--- config.mk ---
export PLATFORM = sky130hd
export DESIGN_NAME = step_sequencer_flat
export DESIGN_NICKNAME = d
export VERILOG_FILES = /design/src/rtl/step_sequencer_if.sv /design/src/rtl/step_sequencer.sv /design/src/flat_wrapper.sv
export SDC_FILE = /design/constraint.sdc
export NUM_CORES = 1
export LEC_CHECK = 0
export ABC_AREA = 1
export CAP_MARGIN = 5
export CORE_UTILIZATION = 30
export DETAILED_ROUTE_END_ITERATION = 8
export SYNTH_ARGS = -nofsm -noshare
export SYNTH_HDL_FRONTEND = slang
export SYNTH_SLANG_ARGS = --single-unit
--- constraint.sdc ---
create_clock -name clk -period 2.4 [get_ports clk]
set_clock_uncertainty 0.05 [all_clocks]
set_input_delay 0.24 -clock clk [delete_from_list [all_inputs] [get_ports clk]]
set_output_delay 0.24 -clock clk [all_outputs]
set_load 0.05 [all_outputs]
--- src/rtl/step_sequencer_if.sv ---
// step_sequencer_if: the motor controls going into the stepper sequencer and the coil/status signals coming out of it
//  master: drives enable, direction_in, half_step; reads coil_out, dir_active, step_pulse, reversing, position
//  slave : the sequencer side of the same signals
interface step_sequencer_if;
  logic        enable;
  logic        direction_in;
  logic        half_step;
  logic [3:0]  coil_out;
  logic        dir_active;
  logic        step_pulse;
  logic        reversing;
  logic [15:0] position;
  modport master (
    output enable, direction_in, half_step,
    input  coil_out, dir_active, step_pulse, reversing, position
  );
  modport slave (
    input  enable, direction_in, half_step,
    output coil_out, dir_active, step_pulse, reversing, position
  );
endinterface

--- src/rtl/step_sequencer.sv ---
// step_sequencer: half/full-step phase sequencer for a 4-coil unipolar stepper with a dwell on every reversal
//  clk, reset_n            : clock and asynchronous active-low reset
//  bus.enable              : 1 runs the motor, 0 de-energises the coils
//  bus.direction_in        : requested direction, 1 = CW
//  bus.half_step           : 1 steps the phase index by 1, 0 by 2
//  bus.coil_out {A,B,C,D}  : registered coil drive
//  bus.dir_active          : direction currently applied to stepping
//  bus.step_pulse          : one-cycle strobe with each coil advance
//  bus.reversing           : high while the coils are held before a reversal
//  bus.position            : half-step position count, wraps mod 2^16
module step_sequencer #(
  parameter int STEP_DIV     = 100000,
  parameter int DWELL_CYCLES = 25000
) (
  input logic             clk,
  input logic             reset_n,
  step_sequencer_if.slave bus
);
  localparam int SW = $clog2(STEP_DIV);
  localparam int DW = DWELL_CYCLES > 1 ? $clog2(DWELL_CYCLES) : 1;
  // index 0 sits in the low nibble
  localparam logic [31:0] PHASES = {4'b1001, 4'b0001, 4'b0011, 4'b0010,
                                    4'b0110, 4'b0100, 4'b1100, 4'b1000};
  typedef enum logic [1:0] {IDLE, RUN, DWELL} state_t;
  state_t state, state_d;
  logic [2:0] idx, idx_d, stride, idx_next;
  logic [SW-1:0] step_cnt, step_cnt_d;
  logic [DW-1:0] dwell_cnt, dwell_cnt_d;
  logic [3:0] coil, coil_d;
  logic [15:0] pos, pos_d;
  logic dir, dir_d, pulse, pulse_d, tc, dwell_done, same;
  assign tc = step_cnt == SW'(STEP_DIV - 1);
  assign dwell_done = dwell_cnt == DW'(DWELL_CYCLES - 1);
  assign same = bus.direction_in == dir;
  assign stride = bus.half_step ? 3'd1 : 3'd2;
  assign idx_next = dir ? idx + stride : idx - stride;
  always_ff @(posedge clk or negedge reset_n)
    if (!reset_n) begin
      state     <= IDLE;
      idx       <= '0;
      step_cnt  <= '0;
      dwell_cnt <= '0;
      coil      <= '0;
      pos       <= '0;
      dir       <= 1'b1;
      pulse     <= 1'b0;
    end else begin
      state     <= state_d;
      idx       <= idx_d;
      step_cnt  <= step_cnt_d;
      dwell_cnt <= dwell_cnt_d;
      coil      <= coil_d;
      pos       <= pos_d;
      dir       <= dir_d;
      pulse     <= pulse_d;
    end
  always_comb
    state_d = !bus.enable     ? IDLE :
              state == IDLE   ? RUN :
              state == RUN    ? (tc && !same ? DWELL : RUN) :
              dwell_done      ? RUN : DWELL;
  // enable low wins over everything, including a coinciding terminal count
  always_comb begin
    idx_d       = idx;
    coil_d      = coil;
    pos_d       = pos;
    dir_d       = state == IDLE ? bus.direction_in : dir;
    pulse_d     = 1'b0;
    step_cnt_d  = '0;
    dwell_cnt_d = '0;
    if (!bus.enable)
      coil_d = '0;
    else if (state == IDLE)
      coil_d = PHASES[{idx, 2'b00} +: 4];
    else if (state == RUN) begin
      step_cnt_d = tc ? '0 : step_cnt + 1'b1;
      if (tc && same) begin
        idx_d   = idx_next;
        coil_d  = PHASES[{idx_next, 2'b00} +: 4];
        pos_d   = dir ? pos + 16'(stride) : pos - 16'(stride);
        pulse_d = 1'b1;
      end
    end else begin
      dwell_cnt_d = dwell_done ? '0 : dwell_cnt + 1'b1;
      dir_d       = dwell_done ? bus.direction_in : dir;
    end
  end
  assign bus.coil_out   = coil;
  assign bus.dir_active = dir;
  assign bus.step_pulse = pulse;
  assign bus.reversing  = state == DWELL;
  assign bus.position   = pos;
endmodule
--- src/flat_wrapper.sv ---
// flat-port wrapper written by rule: the top's interface ports become plain ports
module step_sequencer_flat 
#(
  parameter int STEP_DIV     = 100000,
  parameter int DWELL_CYCLES = 25000
)
  (clk, reset_n, bus_enable, bus_direction_in, bus_half_step, bus_coil_out, bus_dir_active, bus_step_pulse, bus_reversing, bus_position);
  step_sequencer_if bus_i ();
  input logic clk;
  input logic reset_n;
  input wire logic [$bits(bus_i.enable)-1:0] bus_enable;
  input wire logic [$bits(bus_i.direction_in)-1:0] bus_direction_in;
  input wire logic [$bits(bus_i.half_step)-1:0] bus_half_step;
  output wire logic [$bits(bus_i.coil_out)-1:0] bus_coil_out;
  output wire logic [$bits(bus_i.dir_active)-1:0] bus_dir_active;
  output wire logic [$bits(bus_i.step_pulse)-1:0] bus_step_pulse;
  output wire logic [$bits(bus_i.reversing)-1:0] bus_reversing;
  output wire logic [$bits(bus_i.position)-1:0] bus_position;
  assign bus_i.enable = bus_enable;
  assign bus_i.direction_in = bus_direction_in;
  assign bus_i.half_step = bus_half_step;
  assign bus_coil_out = bus_i.coil_out;
  assign bus_dir_active = bus_i.dir_active;
  assign bus_step_pulse = bus_i.step_pulse;
  assign bus_reversing = bus_i.reversing;
  assign bus_position = bus_i.position;
  step_sequencer #(.STEP_DIV(STEP_DIV), .DWELL_CYCLES(DWELL_CYCLES)) u_core (.clk(clk), .reset_n(reset_n), .bus(bus_i));
endmodule
==> run summary, run 1 <==
status = finished clean
Crit path max-delay family = simple AND/OR/NAND/NOR gates
most frequent CP cell = nand2_1
Synth warnings = 0
Synth Flop Type = dfrtp_1
crit share post-route = 93.2%
largest net degree at the start of global routing = 60
CP startpoint = u_core.bus.dir_active
CTS clk-pin slew, worst paths = 0.05 ns
root buffer cell = clkbuf_16
CP Launch Type = flop
dominant cells by area after synthesis = dfrtp_1 (36%), nand2_1 (17%), inv_1 (8.7%)
vias = 3,646
Starting Density = 30.6%
Placer Congestion = 0.887
Min-Delay Path Class = in -> async
Pleak = 2.45 nW
DR vias/cell = 4.51
Remaining Overflow, GRT = 0
row count = 42
EDFF count, synth = 0
Register-to-Register Path Depth = 11
required time worst endpoint = 2.57 ns
Fmax achieved = 0.447 GHz
Gate Count Post-Synth = 587
TritonCTS clock tree = built
cell depth of the worst setup path = 11
placed wire-length estimate = 6940 µm
slew margin rel. = 47.5%
post-cts sizing count = 0
CP arrival = 2.41 ns
Area after DPL = 4560 µm²
number of global-route vias before repair = 3,544
Tmin final = 2.24 ns
total wire length = 9390 µm
number of synthesized register bits = 59
Final setup viols = 0
GR Util met2 = 24.3%
peak supply drop = 0.000267 V
diodes inserted = 0
slowest cell on the critical path = dfstp_2
area delta synth->final = 20.9%
Yosys cell types = 31
register area share after synthesis = 36.6%
Synth top cells by count = nand2_1 (188), inv_1 (94), nor2_1 (72)
Worst R2R End = u_core.bus.position[13]
count leader, synth = nand2_1
CTS sink count = 59
met3 GRT Util = 2.86%
post-route cell area = 4880 µm²
worst path bufs/invs = 1
setup repair bufs after CTS = 0
register area = 1480 µm²
Post-CTS Hold Fix Bufs = 0
post-synth top area cell = dfrtp_1
worst r2r src = u_core.bus.dir_active
crit-path max FO = 15
Post-Syn Area = 4040 µm²
DRC = 0
DRT Pass-1 Iters = 4
fraction of registers with async set/reset = 100%
CP peak stage delay = 0.52 ns
critical path endpoint = u_core.bus.position[13]
nets = 653
R2R setup slack = 0.16 ns
synthesized area per cell = 6.88 µm²
GR Util All Layers = 14.5%
first-pass GRT wire length = 16,100 µm
Max Slew Vio Count = 0
Net Count, Synth = 612
final hold viol count = 0
most used routing layer = met2
number of fillers in the final layout = 1,350
multi-input logic area = 2140 µm²
core area = 13,200 µm²
die height = 118 µm
Max Buffers Root-to-Sink = 2
H-tree levels = 3
chain of cells forming the critical path = inv_1 > ha_1 > or2_2 > nand3_1 > nand2_1 > nand2_1 > nand2_1 > nand2_1 > nand2_1 > nand2_1 > nand2_1
Port Buffer Count = 27
Inserted Clock Buffers = 9
CP Capture Type = flop
Max Cap Viol = 0
Initial DRC Count = 164
Worst-Margin Slew = 0.788 ns
power per cell area = 681 nW/µm²
RSZ-0062 raised after global routing = true
Routed wire per std cell = 11.6 µm
die area = 13,900 µm²
share of layout cells above drive strength 1 = 9.95%
remaining antenna violation count after routing = 0
met1 GRT Util = 18.0%
Non-Filler Instances = 809
IO Pins = 28
Crit Path Class = reg -> reg
post-layout util = 37.0%
Yosys top cell area share = 35.9%
setup slack at placement = 0.0820 ns
die width = 118 µm
setup ws final = 0.164 ns
worst-skew pair later-pin latency = 0.33 ns
Cells after DPL = 793
initial antenna violation count = 0
-- cell usage in the layout (no fill, tap or decap), drive strengths merged --
| master | instances |
|---|---|
| a21oi | 15 |
| a31oi | 2 |
| and2 | 2 |
| buf | 7 |
| bufinv | 2 |
| clkbuf | 12 |
| clkdlybuf4s50 | 26 |
| clkinv | 1 |
| clkinvlp | 1 |
| dfrtp | 58 |
| dfstp | 1 |
| fa | 2 |
| ha | 18 |
| inv | 104 |
| nand2 | 194 |
| nand3 | 43 |
| nand3b | 1 |
| nand4 | 13 |
| nor2 | 81 |
| nor3 | 12 |
| nor3b | 4 |
| nor4 | 1 |
| o21ai | 15 |
| o21bai | 2 |
| or2 | 1 |
| xnor2 | 3 |
| xor2 | 12 |
-- per-layer routing --
metal	vias to the layer above	routed length (µm)
li1	1905	-
met1	1705	4540
met2	32	4500
met3	4	270
met4	0	77
met5	-	0
-- report_power, final --
part | internal [W] | leakage (nW) | switching (W)
Combinational | 0.000280 | 1.50 | 0.000572
Clock | 0.000963 | 0.159 | 0.000466
Sequential | 0.00103 | 0.789 | 0.0000199
Total | 0.00227 | 2.45 | 0.00106
-- worst min-delay path by stage --
stage                              to  slack, ns
6_report           u_core.step_cnt[2]       0.01
3_3_place_gp       u_core.step_cnt[0]       0.39
4_1_cts            u_core.step_cnt[2]       0.06
3_5_place_dp       u_core.step_cnt[0]       0.41
5_1_grt            u_core.step_cnt[9]       0.11
2_1_floorplan  u_core.bus.coil_out[0]      -0.11
-- layout make-up --
cell class / count / area share (%)
multi-input combinational: 421 / 43.9
sequential: 59 / 30.3
inverter: 104 / 7.99
timing repair buffer: 33 / 6.61
clock buffer: 12 / 5.25
tap: 176 / 4.51
clock inverter: 4 / 1.49
-- kinds of logic after synthesis --
logic type,share of synthesized area (%)
xor+xnor,3.25
fa+ha+maj,6.57
flops,36.6
compound gates,5.23
simple gates,38.0
buf+inv,10.3
-- state kept, by name (all words and copies together) (netlist names) --
register and count:
u_core.idx 3, u_core.bus.dir_active 1, u_core.dwell_cnt 15, u_core.bus.position 16
u_core.bus.step_pulse 1, u_core.state 2, u_core.bus.coil_out 4, u_core.step_cnt 17
-- stage by stage --
stage	hold slack, ns	total power (W)	setup TNS [ns]
3_3_place_gp	0.394	0.00190	0
3_5_place_dp	0.407	0.00191	0
6_report	0.0126	0.00333	0
5_1_grt	0.107	0.00353	-0.0135
4_1_cts	0.0619	0.00337	0
2_1_floorplan	-0.106	0.00169	0
No activity file was read; power rests on OpenSTA's default activity.
==> run 2: changes to the inputs <==
Settings changed: PLACE_DENSITY from default to 0.51.
Clock period 2.4 ns to 2 ns, I/O delays scaled along.
==> run 2 against run 1 <==
Effect of this change: the flow now finishes with violations (negative setup slack); sequential share of layout area shrank 3.9 points; combinational power increased by 87%; setup slack lost 0.30 ns; total power increased by 37%; sequential cell count stayed put; highest routed layer unchanged.
==> run summary, run 2 (synthesized netlist as in run 1, its figures left out) <==
area delta synth->final = 39.1%
die width = 118 µm (unchanged)
number of global-route vias before repair = 3,649 (+3.0%)
Initial DRC Count = 161 (-1.8%)
peak supply drop = 0.000409 V (+53%)
core area = 13,200 µm² (unchanged)
Remaining Overflow, GRT = 0 (unchanged)
TritonCTS clock tree = built
Crit Path Class = reg -> reg
critical path endpoint = u_core.bus.position[9]
largest net degree at the start of global routing = 42 (-30%)
R2R setup slack = -0.14 ns (-0.30 ns)
root buffer cell = clkbuf_16
Inserted Clock Buffers = 9 (unchanged)
Register-to-Register Path Depth = 12 (+1)
setup slack at placement = -0.239 ns (-0.321 ns)
placed wire-length estimate = 7430 µm (+7.0%)
crit-path max FO = 13 (-2)
die area = 13,900 µm² (unchanged)
violated checks = negative setup slack
DR vias/cell = 4.52 (+0.20%)
RSZ-0062 raised after global routing = true
number of fillers in the final layout = 1,304 (-3.4%)
power per cell area = 813 nW/µm² (+19%)
Cells after DPL = 827 (+4.3%)
Area after DPL = 4860 µm² (+6.8%)
Largest register FFs = 17 (unchanged)
Worst-Margin Slew = 0.500 ns (-0.287 ns)
Max Buffers Root-to-Sink = 2 (unchanged)
Port Buffer Count = 27 (unchanged)
Worst R2R End = u_core.bus.position[9]
CP arrival = 2.32 ns (-0.09 ns)
multi-input logic area = 2550 µm² (+19%)
first-pass GRT wire length = 17,200 µm (+6.9%)
crit share post-route = 107% (+14 points)
slew margin rel. = 66.6% (+19 points)
Pleak = 2.71 nW (+11%)
Fmax achieved = 0.468 GHz (+4.5%)
remaining antenna violation count after routing = 0 (unchanged)
Placer Congestion = 0.837 (-5.6%)
initial antenna violation count = 0 (unchanged)
worst r2r src = u_core.bus.dir_active
H-tree levels = 3 (unchanged)
post-route cell area = 5620 µm² (+15%)
Routed wire per std cell = 11.7 µm (+0.97%)
CP startpoint = u_core.bus.dir_active
Max Slew Vio Count = 0 (unchanged)
Starting Density = 30.6% (unchanged)
Min-Delay Path Class = in -> async
total wire length = 9920 µm (+5.7%)
CTS clk-pin slew, worst paths = 0.05 ns (about the same)
worst-skew pair later-pin latency = 0.34 ns (about the same)
DRC = 0 (unchanged)
required time worst endpoint = 2.18 ns (-0.39 ns)
Overall Power = 0.00457 W (+37%)
diodes inserted = 0 (unchanged)
final hold viol count = 0 (unchanged)
commonest non-fill, non-tap cells in the layout = nand2_1 (160), inv_1 (88), nor2_1 (65)
register area = 1480 µm² (+0.25%)
Tmin final = 2.14 ns (-0.0972 ns)
CTS sink count = 59 (unchanged)
setup ws final = -0.138 ns (-0.303 ns)
Max Cap Viol = 0 (unchanged)
nets = 691 (+5.8%)
CP Capture Type = flop
DRT Pass-1 Iters = 6 (+2)
vias = 3,825 (+4.9%)
GR Util All Layers = 15.6% (+1.1 points)
IO Pins = 28 (unchanged)
row count = 42 (unchanged)
die height = 118 µm (unchanged)
CP Launch Type = flop
Final setup viols = 12 (+12)
final hold slack = 0.298 ns (+0.286 ns)
status = finished, violations left
Most flops, register = u_core.step_cnt
most common cell after layout, fill and taps aside = nand2_1
Non-Filler Instances = 847 (+4.7%)
share of layout cells above drive strength 1 = 25.9% (+16 points)
[run 2: changes by cell type in the layout (fill, tap and decap cells not counted), moves of 8 or more]
cell     delta
nand2_1    -28
ha_1       -12
buf_4      +32
nand2_4     +8
ha_4       +12
nand3_1     -8
nand2_2    +20
[run 2: metrics by stage]
| step | TNS [ns] | utilization (%) |
|---|---|---|
| after floorplan | -2.20 | - |
| after global placement | -2.42 | 36.9 |
| after detailed placement | -2.80 | 36.9 |
| after CTS | -1.25 | 41.4 |
| after global routing | -2.31 | 42.6 |
| final | -0.822 | 42.6 |
[run 2: routing by layer]
| layer | global-route usage, % | vias to the layer above | wire length [µm] |
|---|---|---|---|
| met3 | 2.37 | 12 | 292 |
| met4 | 6.73 | 0 | 190 |
| met2 | 24.0 | 50 | 4400 |
| met5 | 0 | - | 0 |
| li1 | - | 1983 | - |
| met1 | 21.5 | 1780 | 5040 |
[run 2: area by class of cell]
cell class / count / share of cell area, %
multi-input cells: 421 / 45.3
clock buffers: 10 / 4.25
inverters: 104 / 7.01
flip-flops and latches: 59 / 26.4
repair buffers: 71 / 11.6
well taps: 176 / 3.92
clock inverters: 6 / 1.58
[run 2: worst max-delay path: stages (launching register included)]
cell and delay [ns]:
dfstp_4 0.63, clkinvlp_4 0.10, buf_12 0.18, ha_4 0.26, or2_4 0.27, nand3_2 0.09, nand2_4 0.09, nand2_2 0.08
nand2_1 0.05, nand2_1 0.06, nand3_2 0.05, nand2_1 0.07, inv_1 0.04
[run 2: worst min-delay path by stage]
stage / endpoint / startpoint / cells after the start / slack [ns]
2_1_floorplan: u_core.bus.coil_out[0] / reset_n / 0 / -0.15
3_3_place_gp: u_core.bus.position[5] / reset_n / 1 / 0.13
3_5_place_dp: u_core.bus.position[5] / reset_n / 1 / 0.13
4_1_cts: u_core.bus.coil_out[0] / reset_n / 2 / 0.31
5_1_grt: u_core.bus.coil_out[0] / reset_n / 2 / 0.36
6_report: u_core.bus.position[5] / reset_n / 2 / 0.30
[run 2: what timing repair did]
item | 4_1_cts | 5_1_grt
gates resized for setup | 46 | 39
setup endpoints to repair | 16 | 18
pin swaps | 1 | 9
buffers inserted | 0 | 3
hold buffers | 1 | 0
hold endpoints to repair | 18 | 0
[run 2: where the power goes]
group / internal [W] / leakage (nW) / switching, W / total (W)
Sequential: 0.00124 / 0.790 / 0.0000302 / 0.00127
Combinational: 0.000702 / 1.76 / 0.000892 / 0.00159
Clock: 0.00112 / 0.155 / 0.000586 / 0.00171
Total: 0.00306 / 2.71 / 0.00151 / 0.00457
